--- src/rtl/mem_ie_seq.sv ---
// mem_ie_seq: memory-stage exception sequencer.
// Takes one access, presents its start and then its end address to the
// segment-limit/TLB check unit, and returns a one-hot exception class and
// the faulting address over a valid/ready response channel.
// Optional build macro MEM_IE_PERF_EN adds saturating protection and
// page-fault counters (cnt_prot, cnt_pf).
module mem_ie_seq #(
    parameter int ADDR_W = 32
) (
    input  logic              clk,
    input  logic              rst,
    input  logic              req_valid,
    output logic              req_ready,
    input  logic [ADDR_W-1:0] req_addr,
    input  logic [1:0]        req_size,
    input  logic [ADDR_W-1:0] req_seg_max,
    output logic [ADDR_W-1:0] chk_addr,
    output logic [ADDR_W-1:0] chk_seg_max,
    input  logic              chk_seg_ex,
    input  logic              chk_tlb_hit,
    input  logic              intr_pending,
    output logic              resp_valid,
    input  logic              resp_ready,
    output logic [2:0]        resp_ie_type,
    output logic [ADDR_W-1:0] resp_fault_addr
`ifdef MEM_IE_PERF_EN
    ,
    output logic [15:0]       cnt_prot,
    output logic [15:0]       cnt_pf
`endif
);

    localparam logic [2:0] IE_NONE = 3'b000;
    localparam logic [2:0] IE_PROT = 3'b001;
    localparam logic [2:0] IE_PF   = 3'b010;
    localparam logic [2:0] IE_INTR = 3'b100;

    typedef enum logic [1:0] {
        IDLE      = 2'd0,
        CHK_START = 2'd1,
        CHK_END   = 2'd2,
        RESP      = 2'd3
    } state_t;

    state_t state_q, state_d;

    // Last byte of the access, one bit wider so a wrap past the top of the
    // address space shows up in the MSB.
    function automatic logic [ADDR_W:0] last_byte(input logic [ADDR_W-1:0] a,
                                                  input logic [1:0]        sz);
        logic [ADDR_W:0] span;
        span = (ADDR_W+1)'(1) << sz;
        return {1'b0, a} + span - (ADDR_W+1)'(1);
    endfunction

    logic [ADDR_W-1:0] addr_q;
    logic [1:0]        size_q;
    logic [ADDR_W:0]   end_q;
    logic              prot0_q;
    logic              pf0_q;

    logic              load_req;
    logic              go_end;
    logic              finish;
    logic              fire;

    logic              p0, f0, p1, f1;
    logic [2:0]        ie_nxt;
    logic [ADDR_W-1:0] fa_nxt;

    assign resp_valid = (state_q == RESP);

    // State register
    always_ff @(posedge clk or posedge rst) begin
        if (rst) state_q <= IDLE;
        else     state_q <= state_d;
    end

    // Next-state and per-cycle control strobes
    always_comb begin
        state_d   = state_q;
        req_ready = 1'b0;
        load_req  = 1'b0;
        go_end    = 1'b0;
        finish    = 1'b0;
        fire      = 1'b0;
        case (state_q)
            IDLE: begin
                req_ready = 1'b1;
                if (req_valid) begin
                    load_req = 1'b1;
                    state_d  = CHK_START;
                end
            end
            CHK_START: begin
                if (size_q == 2'b00) begin
                    finish  = 1'b1;
                    state_d = RESP;
                end else begin
                    go_end  = 1'b1;
                    state_d = CHK_END;
                end
            end
            CHK_END: begin
                finish  = 1'b1;
                state_d = RESP;
            end
            RESP: begin
                if (resp_ready) begin
                    fire    = 1'b1;
                    state_d = IDLE;
                end
            end
            default: state_d = IDLE;
        endcase
    end

    // Fault resolution for the last check cycle: start before end within a
    // class, protection before page fault, interrupt only when clean.
    always_comb begin
        p0     = chk_seg_ex;
        f0     = ~chk_tlb_hit;
        p1     = 1'b0;
        f1     = 1'b0;
        ie_nxt = IE_NONE;
        fa_nxt = '0;
        if (state_q == CHK_END) begin
            p0 = prot0_q;
            f0 = pf0_q;
            p1 = chk_seg_ex | end_q[ADDR_W];
            f1 = ~chk_tlb_hit;
        end
        if (p0) begin
            ie_nxt = IE_PROT;
            fa_nxt = addr_q;
        end else if (p1) begin
            ie_nxt = IE_PROT;
            fa_nxt = end_q[ADDR_W-1:0];
        end else if (f0) begin
            ie_nxt = IE_PF;
            fa_nxt = addr_q;
        end else if (f1) begin
            ie_nxt = IE_PF;
            fa_nxt = end_q[ADDR_W-1:0];
        end else if (intr_pending) begin
            ie_nxt = IE_INTR;
        end
    end

    // Access capture, check-unit drive and registered response
    always_ff @(posedge clk or posedge rst) begin
        if (rst) begin
            addr_q          <= '0;
            size_q          <= '0;
            end_q           <= '0;
            prot0_q         <= 1'b0;
            pf0_q           <= 1'b0;
            chk_addr        <= '0;
            chk_seg_max     <= '0;
            resp_ie_type    <= IE_NONE;
            resp_fault_addr <= '0;
        end else begin
            if (load_req) begin
                addr_q      <= req_addr;
                size_q      <= req_size;
                end_q       <= last_byte(req_addr, req_size);
                chk_addr    <= req_addr;
                chk_seg_max <= req_seg_max;
            end
            if (go_end) begin
                prot0_q  <= chk_seg_ex;
                pf0_q    <= ~chk_tlb_hit;
                chk_addr <= end_q[ADDR_W-1:0];
            end
            if (finish) begin
                resp_ie_type    <= ie_nxt;
                resp_fault_addr <= fa_nxt;
            end
            if (fire) begin
                resp_ie_type    <= IE_NONE;
                resp_fault_addr <= '0;
            end
        end
    end

`ifdef MEM_IE_PERF_EN
    function automatic logic [15:0] sat_inc(input logic [15:0] v);
        return (v == 16'hFFFF) ? v : v + 16'd1;
    endfunction

    // Exception counters, bumped on each delivered protection / page fault
    always_ff @(posedge clk or posedge rst) begin
        if (rst) begin
            cnt_prot <= '0;
            cnt_pf   <= '0;
        end else if (fire) begin
            if (resp_ie_type == IE_PROT) cnt_prot <= sat_inc(cnt_prot);
            if (resp_ie_type == IE_PF)   cnt_pf   <= sat_inc(cnt_pf);
        end
    end
`endif

endmodule

--- config.mk ---
export PLATFORM = sky130hd
export DESIGN_NAME = mem_ie_seq
export DESIGN_NICKNAME = d
export VERILOG_FILES = /design/src/rtl/mem_ie_seq.sv
export SDC_FILE = /design/constraint.sdc
export NUM_CORES = 1
export LEC_CHECK = 0
export ABC_AREA = 1
export CORE_MARGIN = 10
export CORE_UTILIZATION = 59
export CTS_BUF_LIST = sky130_fd_sc_hd__clkbuf_4 sky130_fd_sc_hd__clkbuf_8
export DETAILED_ROUTE_END_ITERATION = 10
export GPL_TIMING_DRIVEN = 0
export HOLD_SLACK_MARGIN = 0.03
export PLACE_DENSITY = 0.88
export SETUP_SLACK_MARGIN = 0.15
export SYNTH_ARGS = -nofsm -noshare
export SYNTH_HDL_FRONTEND = slang
export SYNTH_SLANG_ARGS = --single-unit
--- constraint.sdc ---
create_clock -name clk -period 18.6 [get_ports clk]
set_clock_uncertainty 0.1 [all_clocks]
set_input_delay 3.72 -clock clk [delete_from_list [all_inputs] [get_ports clk]]
set_output_delay 3.72 -clock clk [all_outputs]
set_load 0.01 [all_outputs]
==> impl_metrics.csv <==
group,metric,value,unit
routing,vias,9810,
layout,final_common_cell,"nand2_1",
routing,viasPerCell,5.49,
logic_synthesis,syn_inst,1365,
clocking,post_cts_buffers,0,
layout,antenna_cells,0,
clocking,cts_root_buffer,"clkbuf_8",
grt,antenna_found_initial,0,
worst_hold_path,holdCritPathClass,"flop to flop",
placed_design,gp_congestion,0.943,
routing,first_pass_iters,5,
routing,wl_met1,12500,microns
timing,fin_tns_setup,0,ns
logic_synthesis,yosys.area.top_type,"dfrtp_1",
placed_design,post-place-ws,11.78,ns
setup_path,cp.arrival,6.70,ns
placed_design,hpwlAfterDp,23500,microns
grt,grt_pass1_vias,9363,
layout,areaGrowthSynthToFinish,25.3,%
timing,setup_ws,12.21,ns
status,status,"finished, final reports clean",
routing,routedWlPerCell,17.0,microns
setup_path,r2r_cells,7,
clocking,cts_buffers,17,
setup_path,cp-start-kind,"input pin",
routing,totalWireLength,30300,microns
setup_path,path_max_fanout,5,
floorplan,coreArea,16100,sq um
timing,tightest_slew,0.936,ns
logic_synthesis,ys_seq_area_frac,0.436,
setup_path,crit_path_end_kind,"flop",
routing,drc_errors,0,
layout,final_layout_size_suffix_gt1_frac,0.0420,
power,leakage,6.56,nW
logic_synthesis,synth.avg_cell_area,7.15,sq um
logic_synthesis,synth_cell_type_count,32,
timing,period_share,0.344,
floorplan,io-pin-count,174,
grt,grt_max_degree,115,
logic_synthesis,netlist.area_leader.share,0.436,
setup_path,critical_path_class,"input pin to flop",
routing,route.met2.wl,13800,microns
timing,max-slew-margin-rel,0.376,
job,max_cap_violations,0,
floorplan,die_w,149,microns
logic_synthesis,synth_nets,1478,
power,power.density,151,nW/um^2
placed_design,placed_cell_area,11800,sq um
routing,ant_nets,0,
grt,grt_overflow,0,
timing,min_period,6.39,ns
logic_synthesis,yosys_warnings,0,
routing,routed.top_layer,"met4",
grt,grtUsageTotal,0.273,
layout,mostFrequentLayoutCells,"nand2_1, inv_1, clkdlybuf4s50_1",
layout,design_area,12200,sq um
worst_hold_path,min_path_cells,2,
clocking,cts_tree,"done",
clocking,clk_pin_slew,0.08,ns
clocking,clk_latency,0.47,ns
clocking,cts.sinks,170,
grt,grt_pass1_wl,48100,microns
routing,drt-initial-drc-count,1005,
clocking,cts_resized,0,
clocking,cts_hold_buf,0,
timing,fmax,0.156,GHz
floorplan,die_area,22100,sq um
clocking,cts_buffer_depth,2,
timing,rsz0062_at_grt,"no",
logic_synthesis,syn_area,9750,sq um
logic_synthesis,synth_seq_cells,170,
layout,num-fill-cells,1208,
logic_synthesis,synthTopCellsByArea,"dfrtp_1, nand2_1, inv_1, o21ai_0, ha_1",
floorplan,die_h,149,microns
floorplan,rows,46,
setup_path,crit_required,18.91,ns
floorplan,start_util,0.607,
timing,setup_viol,0,
layout,nNetsFinal,1671,
clocking,htreeDepth,4,
timing,drv_slew,0,
power,vdd_drop_max,0.0767,mV
routing,dr_wl_met3,3160,microns
placed_design,portBuffers,173,
timing,hold_viol,0,
-- state kept, by name, summed over array words and instances (netlist names) --
register         cells
end_q               33
resp_ie_type         3
addr_q              32
pf0_q                1
chk_addr            32
state_q              2
size_q               2
chk_seg_max         32
prot0_q              1
resp_fault_addr     32
-- area by class of cell --
class	instances	area, sq um	share of cell area
buffer	52	258	0.0211
clock buffer	19	255	0.0209
clock inverter	12	174	0.0142
inverter	224	848	0.0694
multi-input combinational	919	4400	0.360
sequential	170	4250	0.348
tap	216	270	0.0221
timing repair buffer	174	1760	0.144
-- stage by stage --
| stage | power [mW] | utilization | hold WS (ns) | instances |
|---|---|---|---|---|
| global placement | 1.51 | 0.732 | 0.361 | 1754 |
| global route | 1.97 | 0.761 | 0.401 | 1786 |
| floorplan | 1.14 | - | 0.353 | 1365 |
| detailed placement | 1.55 | 0.734 | 0.364 | 1755 |
| finish | 1.85 | 0.761 | 0.381 | 1786 |
| CTS | 1.83 | 0.761 | 0.386 | 1786 |
-- cells in the mapped netlist --
cell type and number:
nand3_2 1, buf_6 6, nand3_1 79, nor3_1 6
nand3b_1 3, fa_1 1, nand4_1 3, xnor2_1 11
ha_1 39, nor4_1 1, nor2_2 1, clkbuf_1 29
o21ai_0 112, inv_1 221, buf_1 3, dfrtp_1 170
nand2_1 537, o22ai_1 3, nor2_1 47, a21oi_4 1
a21oi_2 1, or2_4 1, o21ai_2 2, o21ai_1 7
buf_2 13, inv_2 3, nor3_2 1, o21bai_1 3
nand2_2 2, o32ai_1 32, clkbuf_2 1, a21oi_1 25
-- worst paths after layout --
path	startpoint	end	slack [ns]
min in group asynchronous	rst	chk_seg_max[12]	3.58
hold / removal	resp_fault_addr[12]	resp_fault_addr[12]	0.38
hold reg to reg	resp_fault_addr[12]	resp_fault_addr[12]	0.38
setup / recovery	req_size[1]	end_q[29]	12.21
max in group asynchronous	rst	end_q[12]	13.95
setup reg to reg	state_q[1]	end_q[29]	16.21
-- power breakdown --
group	switching (mW)	internal, mW	total [mW]	leakage [nW]
sequential	0.103	0.541	0.644	2.14
clock	0.133	0.150	0.283	0.207
combinational	0.533	0.386	0.919	4.22
total	0.769	1.08	1.85	6.56
-- layer usage --
metal  vias to the layer above  track usage
li1                       4643            -
met1                      4573        0.361
met2                       518        0.440
met3                        76       0.0573
met4                         0       0.0813
met5                         -            0
-- worst max-delay path, stage by stage --
cell	delay, ns
clkdlybuf4s50_1	0.47
inv_1	0.15
nand2_1	0.07
ha_1	0.27
inv_1	0.04
ha_1	0.27
fa_1	0.55
nand3_1	0.15
nand3_1	0.18
nand3_1	0.12
nand3_1	0.18
nand2_1	0.16
nand2_1	0.07
nand2_1	0.06
nand3_1	0.11
nand2_1	0.11
-- kinds of logic after synthesis --
logic type      count (synthesis)  synth area share
xor+xnor                       11           0.00988
buf+inv                       276             0.113
compound gates                186             0.111
simple gates                  682             0.278
flops                         170             0.436
fa+ha+maj                      40            0.0521
Power figures use the tool's default switching activity.
